==> src/rtl/scan_mux.sv <==
// Registered N_CH x WIDTH multiplexer. The select comes either from a software
// load (manual) or from a round-robin scan that holds each channel DWELL cycles.
module scan_mux #(
  parameter int N_CH  = 16,
  parameter int WIDTH = 1,
  parameter int SEL_W = 4,
  parameter int DWELL = 1
) (
  input  logic                    clk_i,
  input  logic                    rst_n_i,
  input  logic [N_CH*WIDTH-1:0]   data_in_i,
  input  logic [SEL_W-1:0]        sel_in_i,
  input  logic                    load_i,
  input  logic                    mode_i,
  input  logic                    en_i,
  output logic [WIDTH-1:0]        data_out_o,
  output logic [SEL_W-1:0]        cur_sel_o,
  output logic                    out_valid_o,
  output logic                    wrap_o,
  output logic                    sel_err_o
);

  localparam logic [15:0]      DWELL_LAST = 16'(DWELL - 1);
  localparam logic [SEL_W-1:0] SEL_LAST   = SEL_W'(N_CH - 1);

  logic [SEL_W-1:0] sel_q, sel_d;
  logic [15:0]      cnt_q, cnt_d;
  logic [WIDTH-1:0] data_q, data_d;
  logic             valid_q, valid_d;
  logic             wrap_q, wrap_d;
  logic             err_q, err_d;

  logic [WIDTH-1:0] ch_data;
  logic             sel_legal;

  // Decode loop keeps the part-select index inside data_in_i even when
  // 2**SEL_W exceeds N_CH.
  always_comb begin
    ch_data = '0;
    for (int k = 0; k < N_CH; k++) begin
      if (sel_q == SEL_W'(k)) ch_data = data_in_i[k*WIDTH +: WIDTH];
    end
  end

  assign sel_legal = (32'(sel_in_i) < 32'(N_CH));

  always_comb begin
    sel_d   = sel_q;
    cnt_d   = cnt_q;
    data_d  = data_q;
    valid_d = 1'b0;
    wrap_d  = 1'b0;
    err_d   = 1'b0;
    if (en_i) begin
      data_d  = ch_data;
      valid_d = 1'b1;
      if (mode_i) begin
        if (cnt_q == DWELL_LAST) begin
          cnt_d = '0;
          if (sel_q == SEL_LAST) begin
            sel_d  = '0;
            wrap_d = 1'b1;
          end else begin
            sel_d = sel_q + SEL_W'(1);
          end
        end else begin
          cnt_d = cnt_q + 16'd1;
        end
      end else begin
        // Manual mode parks the dwell counter so a later scan starts fresh.
        cnt_d = '0;
        if (load_i) begin
          if (sel_legal) sel_d = sel_in_i;
          else           err_d = 1'b1;
        end
      end
    end
  end

  always_ff @(posedge clk_i or negedge rst_n_i) begin
    if (!rst_n_i) begin
      sel_q   <= '0;
      cnt_q   <= '0;
      data_q  <= '0;
      valid_q <= 1'b0;
      wrap_q  <= 1'b0;
      err_q   <= 1'b0;
    end else begin
      sel_q   <= sel_d;
      cnt_q   <= cnt_d;
      data_q  <= data_d;
      valid_q <= valid_d;
      wrap_q  <= wrap_d;
      err_q   <= err_d;
    end
  end

  assign data_out_o  = data_q;
  assign cur_sel_o   = sel_q;
  assign out_valid_o = valid_q;
  assign wrap_o      = wrap_q;
  assign sel_err_o   = err_q;

endmodule
==> config.mk <==
export PLATFORM = sky130hd
export DESIGN_NAME = scan_mux
export DESIGN_NICKNAME = d
export VERILOG_FILES = /design/src/rtl/scan_mux.sv
export SDC_FILE = /design/constraint.sdc
export NUM_CORES = 1
export LEC_CHECK = 0
export BUFFER_PORTS_ARGS = -buffer_cell sky130_fd_sc_hd__buf_2
export CORE_ASPECT_RATIO = 2
export CORE_MARGIN = 1.5
export CORE_UTILIZATION = 47
export CTS_BUF_LIST = sky130_fd_sc_hd__clkbuf_2 sky130_fd_sc_hd__clkbuf_4 sky130_fd_sc_hd__clkbuf_8
export DETAILED_ROUTE_END_ITERATION = 12
export HOLD_SLACK_MARGIN = 0.08
export PLACE_DENSITY_LB_ADDON = 0.15
export SLEW_MARGIN = 5
export SYNTH_ARGS = -nofsm -noshare
export SYNTH_HDL_FRONTEND = slang
export SYNTH_SLANG_ARGS = --single-unit
==> constraint.sdc <==
create_clock -name clk_i -period 3.1 [get_ports clk_i]
set_input_delay 0.465 -clock clk_i [delete_from_list [all_inputs] [get_ports clk_i]]
set_output_delay 0.465 -clock clk_i [all_outputs]
set_load 0.005 [all_outputs]
==> impl_results.md <==
- Main synth FF type: dfrtp_1
- Layout fillers: 326
- Crit Path Category: flop to flop
- Data required, critical path: 3.25 ns
- Detail Placement HPWL: 3250 um
- RSZ-0062 raised after global routing: no
- Crit-path max FO: 9
- Site row count: 30
- # Max-Cap Violations: 0
- Via density: 6.48
- Drc violations: 0
- IO Port Bufs: 31
- Status: completed
- Largest net degree at the start of global routing: 36
- VDD IR max: 417 uV
- Clock power share: 13.7%
- Post-synthesis cell count: 195
- Clk_skew: 0.00154 ns
- Max Clk Rate: 0.460 GHz
- Crit end category: flop
- Syn Nets: 226
- Internal: 795 uW
- Resized cells post-CTS: 0
- Starting Density: 48.6%
- Period utilization: 70.2%
- Die outline width: 44.8 um
- Setup bufs post-CTS: 0
- Warnings from Yosys: 0
- I/O pin count: 33
- Clock-pin transition on the worst setup and hold timing paths: 0.08 ns
- Rel. slew slack: 60.4%
- Die Area: 3880 um^2
- Nets: 250
- Setup violators final: 0
- First-pass GRT wire length: 6920 um
- Period minus WS final: 2.18 ns
- Hold Slack: 0.179 ns
- Sw Ratio: 44.1%
- DR WL/cell: 17.1 um
- Clock Latency Late Sink: 0.26 ns
- CTS buffer count: 3
- Floorplan core area: 3380 um^2
- Worst Hold Class: input pin to asynchronous set/reset pin
- Hold Buf Count CTS: 0
- Area Growth Syn to Fin: 11.2%
- Yosys reg bits: 23
- CTS tree: done
- H-tree levels: 1
- Reg-to-Reg End: cur_sel_o[3]
- Final hold violations: 0
- Crit path DAT: 2.33 ns
- Clock root buffer: clkbuf_8
- Total power: 1420 uW
- Sw Pwr: 627 uW
- Slew @ Worst Pin: 0.594 ns
- Starting DRC count in detailed routing: 43
- Post-synth EDFFs: 0
- Placer Congestion: 0.848
- Via count: 1620
- Synth Area per Inst: 8.42 um^2
- R2R cell count: 6
- Max Root-Sink Buffers: 2
- Critical Path Source Type: flop
- Async SR Flop Fraction: 100%
- Post-synthesis sequential area ratio: 35.1%
- DRT Wirelength: 4270 um
- Static leakage: 0.000820 uW
- N_diodes: 0
- Die Y: 86.6 um
- Vias in the first global route: 1545
- Synth cell types: 50
- RR Startpoint: cnt_q[0]
- Flop pwr share: 34.2%
- Total GRT Usage: 23.8%
- Clk sinks: 23
- Combinational power share: 52.1%
- PD cells: 779 nW/um^2
- Layout cell share with drive strength beyond 1: 20.6%
- Reg2reg setup slack: 0.92 ns
- TNS Setup: 0 ns
- Total grt overflow: 0
- First-pass DRT Iterations: 4
- Fin. max-slew vios: 0
- Syn Std Cell Area: 1640 um^2
- Initial antenna violation count: 0
- Antenna Nets Post-Route: 0
- Fin util: 54.0%
## critical path: stages, from the launching register on
cell and delay [ns]:
dfrtp_1 0.40, inv_1 0.10, ha_1 0.15, nor4b_2 0.26
and4_1 0.48, mux2_4 0.33, a221o_1 0.33
## kinds of logic (layout without fill, tap and decap cells)
family | count (synthesis) | in the layout | synth area share, %
other | 1 | 1 | 0.228
buffers and inverters | 30 | 53 | 8.00
muxes | 3 | 3 | 2.13
DFF | 23 | 23 | 35.1
xor gates and xnor gates | 1 | 1 | 0.534
adders and majority gates | 6 | 6 | 4.57
AOI/OAI and AO/OA | 55 | 55 | 22.9
and+or+nand+nor | 76 | 76 | 26.6
## stage by stage
stage | worst slack [ns] | area, um^2 | instances
6_report | 0.925 | 1830 | 250
5_1_grt | 0.751 | 1830 | 250
4_1_cts | 0.892 | 1830 | 250
3_5_place_dp | 0.905 | 1780 | 246
3_3_place_gp | 1.00 | 1780 | 246
2_1_floorplan | 1.19 | 1640 | 195
## cells in the final DEF, fill, tap and decap left out, types with 2 or more instances in the layout
| cell type | instances |
|---|---|
| buf_2 | 31 |
| dfrtp_1 | 23 |
| inv_1 | 17 |
| nand2_1 | 17 |
| nand3_1 | 16 |
| a31oi_1 | 15 |
| o21ai_0 | 9 |
| a21oi_1 | 9 |
| nand2b_1 | 7 |
| nand4_1 | 6 |
| nor2_1 | 6 |
| ha_1 | 6 |
| nor3_1 | 4 |
| o22ai_1 | 4 |
| a41oi_1 | 3 |
| a221o_1 | 3 |
| and3_1 | 3 |
| clkbuf_8 | 3 |
| and4_1 | 2 |
| a211oi_1 | 2 |
| mux2i_1 | 2 |
| o31a_2 | 2 |
| or3_1 | 2 |
| o2111ai_1 | 2 |
## per-layer routing
layer	share of wire [%]	vias up	global-route usage, %
li1	-	766	-
met1	36	789	25.1
met2	57	54	44.7
met3	3.5	11	2.08
met4	2.7	0	10.7
met5	0	-	0
## worst max-delay path by stage
stage              endpoint     start  slack, ns
2_1_floorplan  cur_sel_o[3]  cnt_q[0]       1.19
3_3_place_gp   cur_sel_o[3]  cnt_q[0]       1.00
3_5_place_dp   cur_sel_o[3]  cnt_q[0]       0.91
4_1_cts        cur_sel_o[3]  cnt_q[0]       0.89
5_1_grt        cur_sel_o[3]  cnt_q[0]       0.75
6_report       cur_sel_o[3]  cnt_q[0]       0.92
## registers in the layout, summed over array words and instances (netlist names)
signal,flops
out_valid_o,1
cur_sel_o,4
wrap_o,1
cnt_q,16
data_out_o,1
## final cells by class
type                    instances  area, um^2  area share (%)
clock buffers                   4        48.8            2.67
inverters                      17        63.8            3.50
multi-input cells             142         935            51.2
flip-flops and latches         23         576            31.5
well taps                      32        40.0            2.19
repair buffers                 32         163            8.91
## cell usage after synthesis (2+ instances only)
cell,instances,share of area (%)
nand2b_1,7,2.7
a221o_1,3,1.8
mux2i_1,2,1.2
and4_1,2,1.1
a31oi_1,15,5.7
a21oi_1,9,2.7
or3_1,2,0.76
o2111ai_1,2,1.1
nor2_1,6,1.4
ha_1,6,4.6
nand3_1,16,4.9
nand2_1,17,3.9
a211oi_1,2,0.91
o22ai_1,4,1.5
buf_4,2,0.91
nand4_1,6,2.3
dfrtp_1,23,35
o21ai_0,9,2.7
and3_1,3,1.1
clkbuf_1,6,1.4
inv_1,17,3.9
nor3_1,4,1.2
buf_2,2,0.61
o31a_2,2,1.2
a41oi_1,3,1.6
## power groups by stage
stage	registers, uW	clock network (uW)	logic [uW]
after global routing	498	212	827
after floorplan	438	0	626
after global placement	481	0	721
after CTS	482	201	750
final	486	195	740
after detailed placement	488	0	745
Note: power is estimated with default switching activity, not from simulation.
